File: config.mk
export PLATFORM = sky130hd
export DESIGN_NAME = rr_sel_gen
export DESIGN_NICKNAME = d
export VERILOG_FILES = /design/src/rtl/rr_sel_gen.sv
export SDC_FILE = /design/constraint.sdc
export NUM_CORES = 1
export LEC_CHECK = 0
export BUFFER_PORTS_ARGS = -buffer_cell sky130_fd_sc_hd__buf_4
export CAP_MARGIN = 20
export CORE_MARGIN = 8
export CORE_UTILIZATION = 40
export DETAILED_ROUTE_END_ITERATION = 6
export GPL_TIMING_DRIVEN = 1
export SYNTH_ARGS = -nofsm -noshare
export SYNTH_HDL_FRONTEND = slang
export SYNTH_SLANG_ARGS = --single-unit
File: constraint.sdc
create_clock -name clk -period 3.81 [get_ports clk]
set_input_delay 0.381 -clock clk [delete_from_list [all_inputs] [get_ports clk]]
set_output_delay 0.381 -clock clk [all_outputs]
set_load 0.005 [all_outputs]
File: src/rtl/rr_sel_gen.sv
// Round-robin select generator for a 4:1 mux: valid/ready handshake on sel, accepted-grant counter.
// Optional RR_SEL_LOCK_EN adds a lock input that re-grants the same input on accept.
module rr_sel_gen #(
  parameter int CNT_W = 8
) (
  input  logic             clk,
  input  logic             rst,
  input  logic [3:0]       req,
  input  logic             ready,
`ifdef RR_SEL_LOCK_EN
  input  logic             lock,
`endif
  output logic [1:0]       sel,
  output logic [3:0]       gnt,
  output logic             valid,
  output logic [CNT_W-1:0] grant_cnt
);

  typedef enum logic [1:0] {
    IDLE  = 2'b00,
    GRANT = 2'b01
  } state_t;

  state_t           state_q, state_d;
  logic [1:0]       sel_q, sel_d;
  logic [1:0]       ptr_q, ptr_d;
  logic             valid_q, valid_d;
  logic [CNT_W-1:0] cnt_q, cnt_d;
  logic             accept;
  logic             hold;

  // First set request bit searching upward from p, wrapping mod 4.
  function automatic logic [1:0] rr_pick(input logic [3:0] r, input logic [1:0] p);
    logic [1:0] idx;
    rr_pick = p;
    for (int k = 3; k >= 0; k--) begin
      idx = p + 2'(k);
      if (r[idx]) rr_pick = idx;
    end
  endfunction

  assign accept = valid_q && ready;
`ifdef RR_SEL_LOCK_EN
  assign hold = lock;
`else
  assign hold = 1'b0;
`endif

  always_comb begin
    state_d = state_q;
    sel_d   = sel_q;
    ptr_d   = ptr_q;
    valid_d = valid_q;
    cnt_d   = cnt_q;
    case (state_q)
      IDLE: begin
        valid_d = 1'b0;
        if (|req) begin
          sel_d   = rr_pick(req, ptr_q);
          valid_d = 1'b1;
          state_d = GRANT;
        end
      end
      GRANT: begin
        valid_d = 1'b1;
        if (accept) begin
          cnt_d = cnt_q + CNT_W'(1);
          if (!hold) begin
            ptr_d = sel_q + 2'd1;
            if (|req) begin
              sel_d = rr_pick(req, sel_q + 2'd1);
            end else begin
              valid_d = 1'b0;
              state_d = IDLE;
            end
          end
        end
      end
      default: begin
        valid_d = 1'b0;
        state_d = IDLE;
      end
    endcase
  end

  always_ff @(posedge clk or posedge rst) begin
    if (rst) begin
      state_q <= IDLE;
      sel_q   <= 2'd0;
      ptr_q   <= 2'd0;
      valid_q <= 1'b0;
      cnt_q   <= '0;
    end else begin
      state_q <= state_d;
      sel_q   <= sel_d;
      ptr_q   <= ptr_d;
      valid_q <= valid_d;
      cnt_q   <= cnt_d;
    end
  end

  // gnt depends only on registered sel/valid, never on req or ready.
  assign sel       = sel_q;
  assign valid     = valid_q;
  assign gnt       = valid_q ? (4'b0001 << sel_q) : 4'b0000;
  assign grant_cnt = cnt_q;

endmodule
==> run summary, run 1 <==
status = completed
top_reg_cell synth = dfrtp_1
Slew HR = 63.9%
Area Overhead vs Synth = 20.9%
Setup Skew = 0.00130 ns
unrepaired setup endpoints after global routing = no
antenna violations before repair = 0
Vias/cell = 5.35
Warnings, synthesis = 0
WL final = 2.02 mm
Post-DP Area = 0.00106 mm²
drt first-iter violations = 34
leading area contributor after synthesis = dfrtp_1
post-CTS resize count = 0
synth top area cells = dfrtp_1 (39%), ha_1 (9.6%), nand2_1 (5.8%)
Die X-Extent = 63.7 µm
Cell Chain, Critical Path = inv_2 > ha_1 > and4b_1 > or4_4 > o31ai_1 > o41ai_1 > a221o_1
PD cells = 690 mW/mm²
later-pin clock latency in the skew report = 0.28 ns
crit path DAT = 2.79 ns
gr usage total = 9.94%
CP startpoint kind = flop
Hold Crit Class = in2async
Post-synth EDFFs = 0
post-DP HPWL = 1.53 mm
crit path max fanout = 14
Async SR Flop Fraction = 100%
Peak Freq = 381 MHz
clk root buf = clkbuf_4
syn_nets = 113
CP max-delay cell = dfrtp_1
Syn Inst Count = 99
Hold Vio Cnt, Final = 0
WP data required = 3.98 ns
R2R cell count = 7
Final #Nets = 135
Max Cap Viol = 0
worst slew pin tran = 0.541 ns
RD Place Congestion = 0.781
Worst-path clk slew = 0.09 ns
vias in the first global route = 721
H-tree level count = 1
CP Capture Type = flop
DRC Markers = 0
Avg Synthesized Cell Area = 9.18 µm²
largest net degree at the start of global routing = 15
Slew Limit Fails = 0
Leakage Power = 0.535 nW
routed len/inst = 13.6 µm
Final setup violation count = 0
Cell Area, Synth = 908 µm²
r2r endpoint = sel[0]
Peak VDD IR = 0.420 mV
flop2flop setup slack = 1.19 ns
core area = 0.00217 mm²
# rows = 17
Setup CP Type = reg2reg
Max clock buf depth = 2
clock buffers created by TritonCTS = 3
cts hold-fix bufs = 0
fin crit share = 68.8%
Commonest cells post-synth = dfrtp_1 (14), nand2_1 (14), ha_1 (7), nor2_1 (7)
Yosys top cell area share = 38.6%
number of routed nets with antenna violations = 0
launching point of the worst reg2reg path = sel[0]
Post-Layout Inst Area = 0.00110 mm²
Setup crit end = sel[0]
top-level port count = 22
Yosys cell types = 32
CP peak stage delay = 0.60 ns
vias post-DR = 792
Die Y = 63.7 µm
die footprint = 0.00405 mm²
drt pass-1 iters = 4
CP startpoint = sel[0]
n_diodes = 0
post-synthesis register bit count = 14
first-pass GRT wire length = 3.28 mm
Sum Neg Setup Slack = 0 ns
CTS sink count = 14
share of layout cells above drive strength 1 = 22.5%
sequential fraction of the synthesis area = 38.6%
Starting Density = 41.9%
fillers = 232
Post-CTS Setup Bufs = 0
fin crit period = 2.62 ns
CTS tree = done
gr ovfl total = 0
number of port buffers = 21
final core utilization = 50.6%
Pwr Total = 0.000758 W
## cell usage in the layout (no fill, tap or decap)
| cell | Yosys | final |
|---|---|---|
| buf_4 | 1 | 21 |
| nand2_1 | 14 | 14 |
| dfrtp_1 | 14 | 14 |
| nor2_1 | 7 | 7 |
| ha_1 | 7 | 7 |
| xnor2_1 | 6 | 6 |
| o21ai_0 | 6 | 6 |
| inv_1 | 5 | 5 |
| a21oi_1 | 5 | 5 |
| nand3_1 | 4 | 4 |
| and2_1 | 4 | 4 |
| clkbuf_4 | 0 | 3 |
| nand4_1 | 2 | 2 |
| and4bb_1 | 2 | 2 |
| nor3_1 | 2 | 2 |
| nor4_1 | 2 | 2 |
| a221oi_1 | 2 | 2 |
| and3_1 | 1 | 1 |
| inv_2 | 1 | 1 |
| and4b_1 | 1 | 1 |
| nor4b_1 | 1 | 1 |
| or4_4 | 1 | 1 |
| o21bai_1 | 1 | 1 |
| o31ai_1 | 1 | 1 |
| o41ai_1 | 1 | 1 |
| nor2b_1 | 1 | 1 |
| a221o_1 | 1 | 1 |
| xor2_1 | 1 | 1 |
| o32a_1 | 1 | 1 |
| o21ai_1 | 1 | 1 |
| clkbuf_8 | 0 | 1 |
## area by class of cell
type,count,area (µm²),area share (%)
flip-flops and latches,14,350,31.9
inverters,6,22.5,2.05
multi-input cells,75,497,45.2
repair buffers,21,158,14.4
well taps,28,35.0,3.19
clock buffers,4,36.3,3.30
## worst max-delay path: cells and delay by family, from the launching register on
family | cells | cell delay [ns]
and+or+nand+nor | 2 | 0.75
AOI/OAI and AO/OA | 3 | 0.66
buffers and inverters | 1 | 0.09
DFF | 1 | 0.60
adders and majority gates | 1 | 0.40
## registers in the layout, summed over array words and instances (netlist names)
register / cells
sel: 2
state_q: 1
ptr_q: 2
valid: 1
grant_cnt: 8
## power by group
part | switching, W | internal (W)
combinational | 0.000169 | 0.000195
sequential | 0.0000827 | 0.000204
clock | 0.0000489 | 0.0000581
## metal layers
layer	GRT usage, %	vias up	routed length (µm)
li1	-	395	-
met1	12.1	374	949
met2	15.2	21	923
met3	4.77	2	132
met4	2.51	0	12
met5	0	-	0
## how the worst min path moves through the flow
stage	to	cells after the start	slack [ns]	startpoint
3_5_place_dp	grant_cnt[7]	2	0.47	rst
4_1_cts	grant_cnt[4]	2	0.16	rst
2_1_floorplan	grant_cnt[0]	1	0.27	rst
6_report	grant_cnt[4]	2	0.14	rst
3_3_place_gp	grant_cnt[7]	2	0.46	rst
5_1_grt	grant_cnt[2]	2	0.19	rst
## kinds of logic (layout without fill, tap and decap cells)
group                    Yosys count  in the layout  synth area share [%]
AO/OA/AOI/OAI                     19             19                  13.4
XOR/XNOR                           7              7                  6.75
flip-flops                        14             14                  38.6
adder cells (fa/ha/maj)            7              7                  9.64
AND/OR/NAND/NOR                   42             42                  24.9
buffers and inverters             10             31                  6.75
## stage by stage
step                      hold slack [ns]  worst slack [ns]  cells
after CTS                           0.156              1.20    148
after floorplan                     0.270              1.41     99
final                               0.139              1.19    148
after detailed placement            0.473              1.21    144
after global routing                0.193              1.03    148
after global placement              0.464              1.30    144
No activity file was read; power rests on OpenSTA's default activity.
==> inputs of run 2 (changes only) <==
==> constraint.sdc (replaced) <==
create_clock -name clk -period 2.7 [get_ports clk]
set_input_delay 0.27 -clock clk [delete_from_list [all_inputs] [get_ports clk]]
set_output_delay 0.27 -clock clk [all_outputs]
set_load 0.005 [all_outputs]
==> run 2 against run 1 <==
Net effect:
- sequential cell count is the same
- utilization grew 0.35 points
- first-iteration DRC count shrank 8.8%
- clock power grew 41%
- fmax grew 9.0%
- power grew 42%
- critical path type unchanged
- die area is the same
- largest cell class unchanged
- combinational power grew 49%
- non-clock buffer count grew 1
==> run summary, run 2 (synthesis gave the netlist of run 1 again) <==
max FFs per register = 8
Post-Layout Inst Area = 0.00111 mm²
Hold WS = 0.0259 ns
r2r endpoint = sel[0]
Starting Density = 41.9%
fin crit share = 89.1%
Setup Skew = 0.00205 ns
flop2flop setup slack = 0.29 ns
final core utilization = 51.0%
routed len/inst = 13.3 µm
clock buffers created by TritonCTS = 3
Vias/cell = 5.23
met2 WL = 894 µm
gr ovfl total = 0
Sum Neg Setup Slack = 0 ns
DR WL met3 = 148 µm
Max Used Layer = met4
antenna violations before repair = 0
Slew Limit Fails = 0
commonest non-fill, non-tap cells in the layout = buf_4 (22), nand2_1 (14), dfrtp_1 (14)
post-CTS resize count = 0
largest net degree at the start of global routing = 15
Max clock buf depth = 2
PD cells = 975 mW/mm²
Hold Vio Cnt, Final = 0
core area = 0.00217 mm²
Die X-Extent = 63.7 µm
first-pass GRT wire length = 3.38 mm
unrepaired setup endpoints after global routing = no
Peak VDD IR = 0.439 mV
CTS sink count = 14
Leakage Power = 0.539 nW
Post-CTS Setup Bufs = 0
RD Place Congestion = 0.756
WP data required = 2.87 ns
die footprint = 0.00405 mm²
Area Overhead vs Synth = 21.8%
WL final = 1.98 mm
Die Y = 63.7 µm
crit path DAT = 2.58 ns
number of port buffers = 21
Worst-path clk slew = 0.09 ns
R2R cell count = 7
later-pin clock latency in the skew report = 0.28 ns
Final #Nets = 136
Final setup violation count = 0
DRC Markers = 0
n_diodes = 0
status = completed
Hold Crit Class = in2async
clk root buf = clkbuf_4
number of routed nets with antenna violations = 0
drt pass-1 iters = 4
vias post-DR = 780
Peak Freq = 416 MHz
launching point of the worst reg2reg path = sel[1]
gr usage total = 10.4%
CP startpoint kind = flop
post-DP HPWL = 1.48 mm
vias in the first global route = 736
crit path max fanout = 8
# rows = 17
Slew HR = 63.6%
drt first-iter violations = 31
met1 wire length = 911 µm
Max Cap Viol = 0
CTS tree = done
H-tree level count = 1
share of layout cells above drive strength 1 = 23.1%
Setup CP Type = reg2reg
fin crit period = 2.41 ns
CP Capture Type = flop
cts hold-fix bufs = 0
top-level port count = 22
Post-DP Area = 0.00107 mm²
most common cell after layout, fill and taps aside = buf_4
worst slew pin tran = 0.546 ns
## run 2: changes by cell type in the layout (fill, tap and decap cells not counted)
cell,delta
buf_4,+1
## run 2: critical path: stages (launching register included)
cell and delay [ns]:
dfrtp_1 0.42, inv_1 0.08, ha_1 0.40, and4bb_1 0.22, or4_4 0.51, o31ai_1 0.27, o41ai_1 0.11, a221o_1 0.29
## run 2: area by class of cell
| class | count | area, µm² |
|---|---|---|
| tap | 28 | 35.0 |
| fill | 205 | 1060 |
| multi-input combinational | 75 | 497 |
| clock buffer | 4 | 36.3 |
| timing repair buffer | 22 | 165 |
| sequential | 14 | 350 |
| inverter | 6 | 22.5 |
## run 2: through the flow
stage	power (W)	instances	worst slack, ns
6_report	0.00108	149	0.295
5_1_grt	0.00119	149	0.177
4_1_cts	0.00109	149	0.295
3_5_place_dp	0.000937	145	0.320
3_3_place_gp	0.000919	145	0.399
2_1_floorplan	0.000729	99	0.297
## run 2: worst max path at each step
stage / from / end
after floorplan: sel[0] / sel[0]
after CTS: sel[1] / sel[0]
after global routing: sel[1] / sel[0]
final: sel[1] / sel[0]
after global placement: sel[1] / sel[0]
after detailed placement: sel[1] / sel[0]
## run 2: report_power, final
part,total (W),switching (W),leakage (nW),internal (W)
combinational,0.000541,0.000257,0.346,0.000284
clock,0.000151,0.0000693,0.0210,0.0000821
sequential,0.000387,0.0000978,0.173,0.000289
## run 2: layer usage
layer,track usage [%],up-vias
met5,0,-
met4,6.96,0
met3,3.71,4
met2,15.5,34
met1,12.2,350
li1,-,392
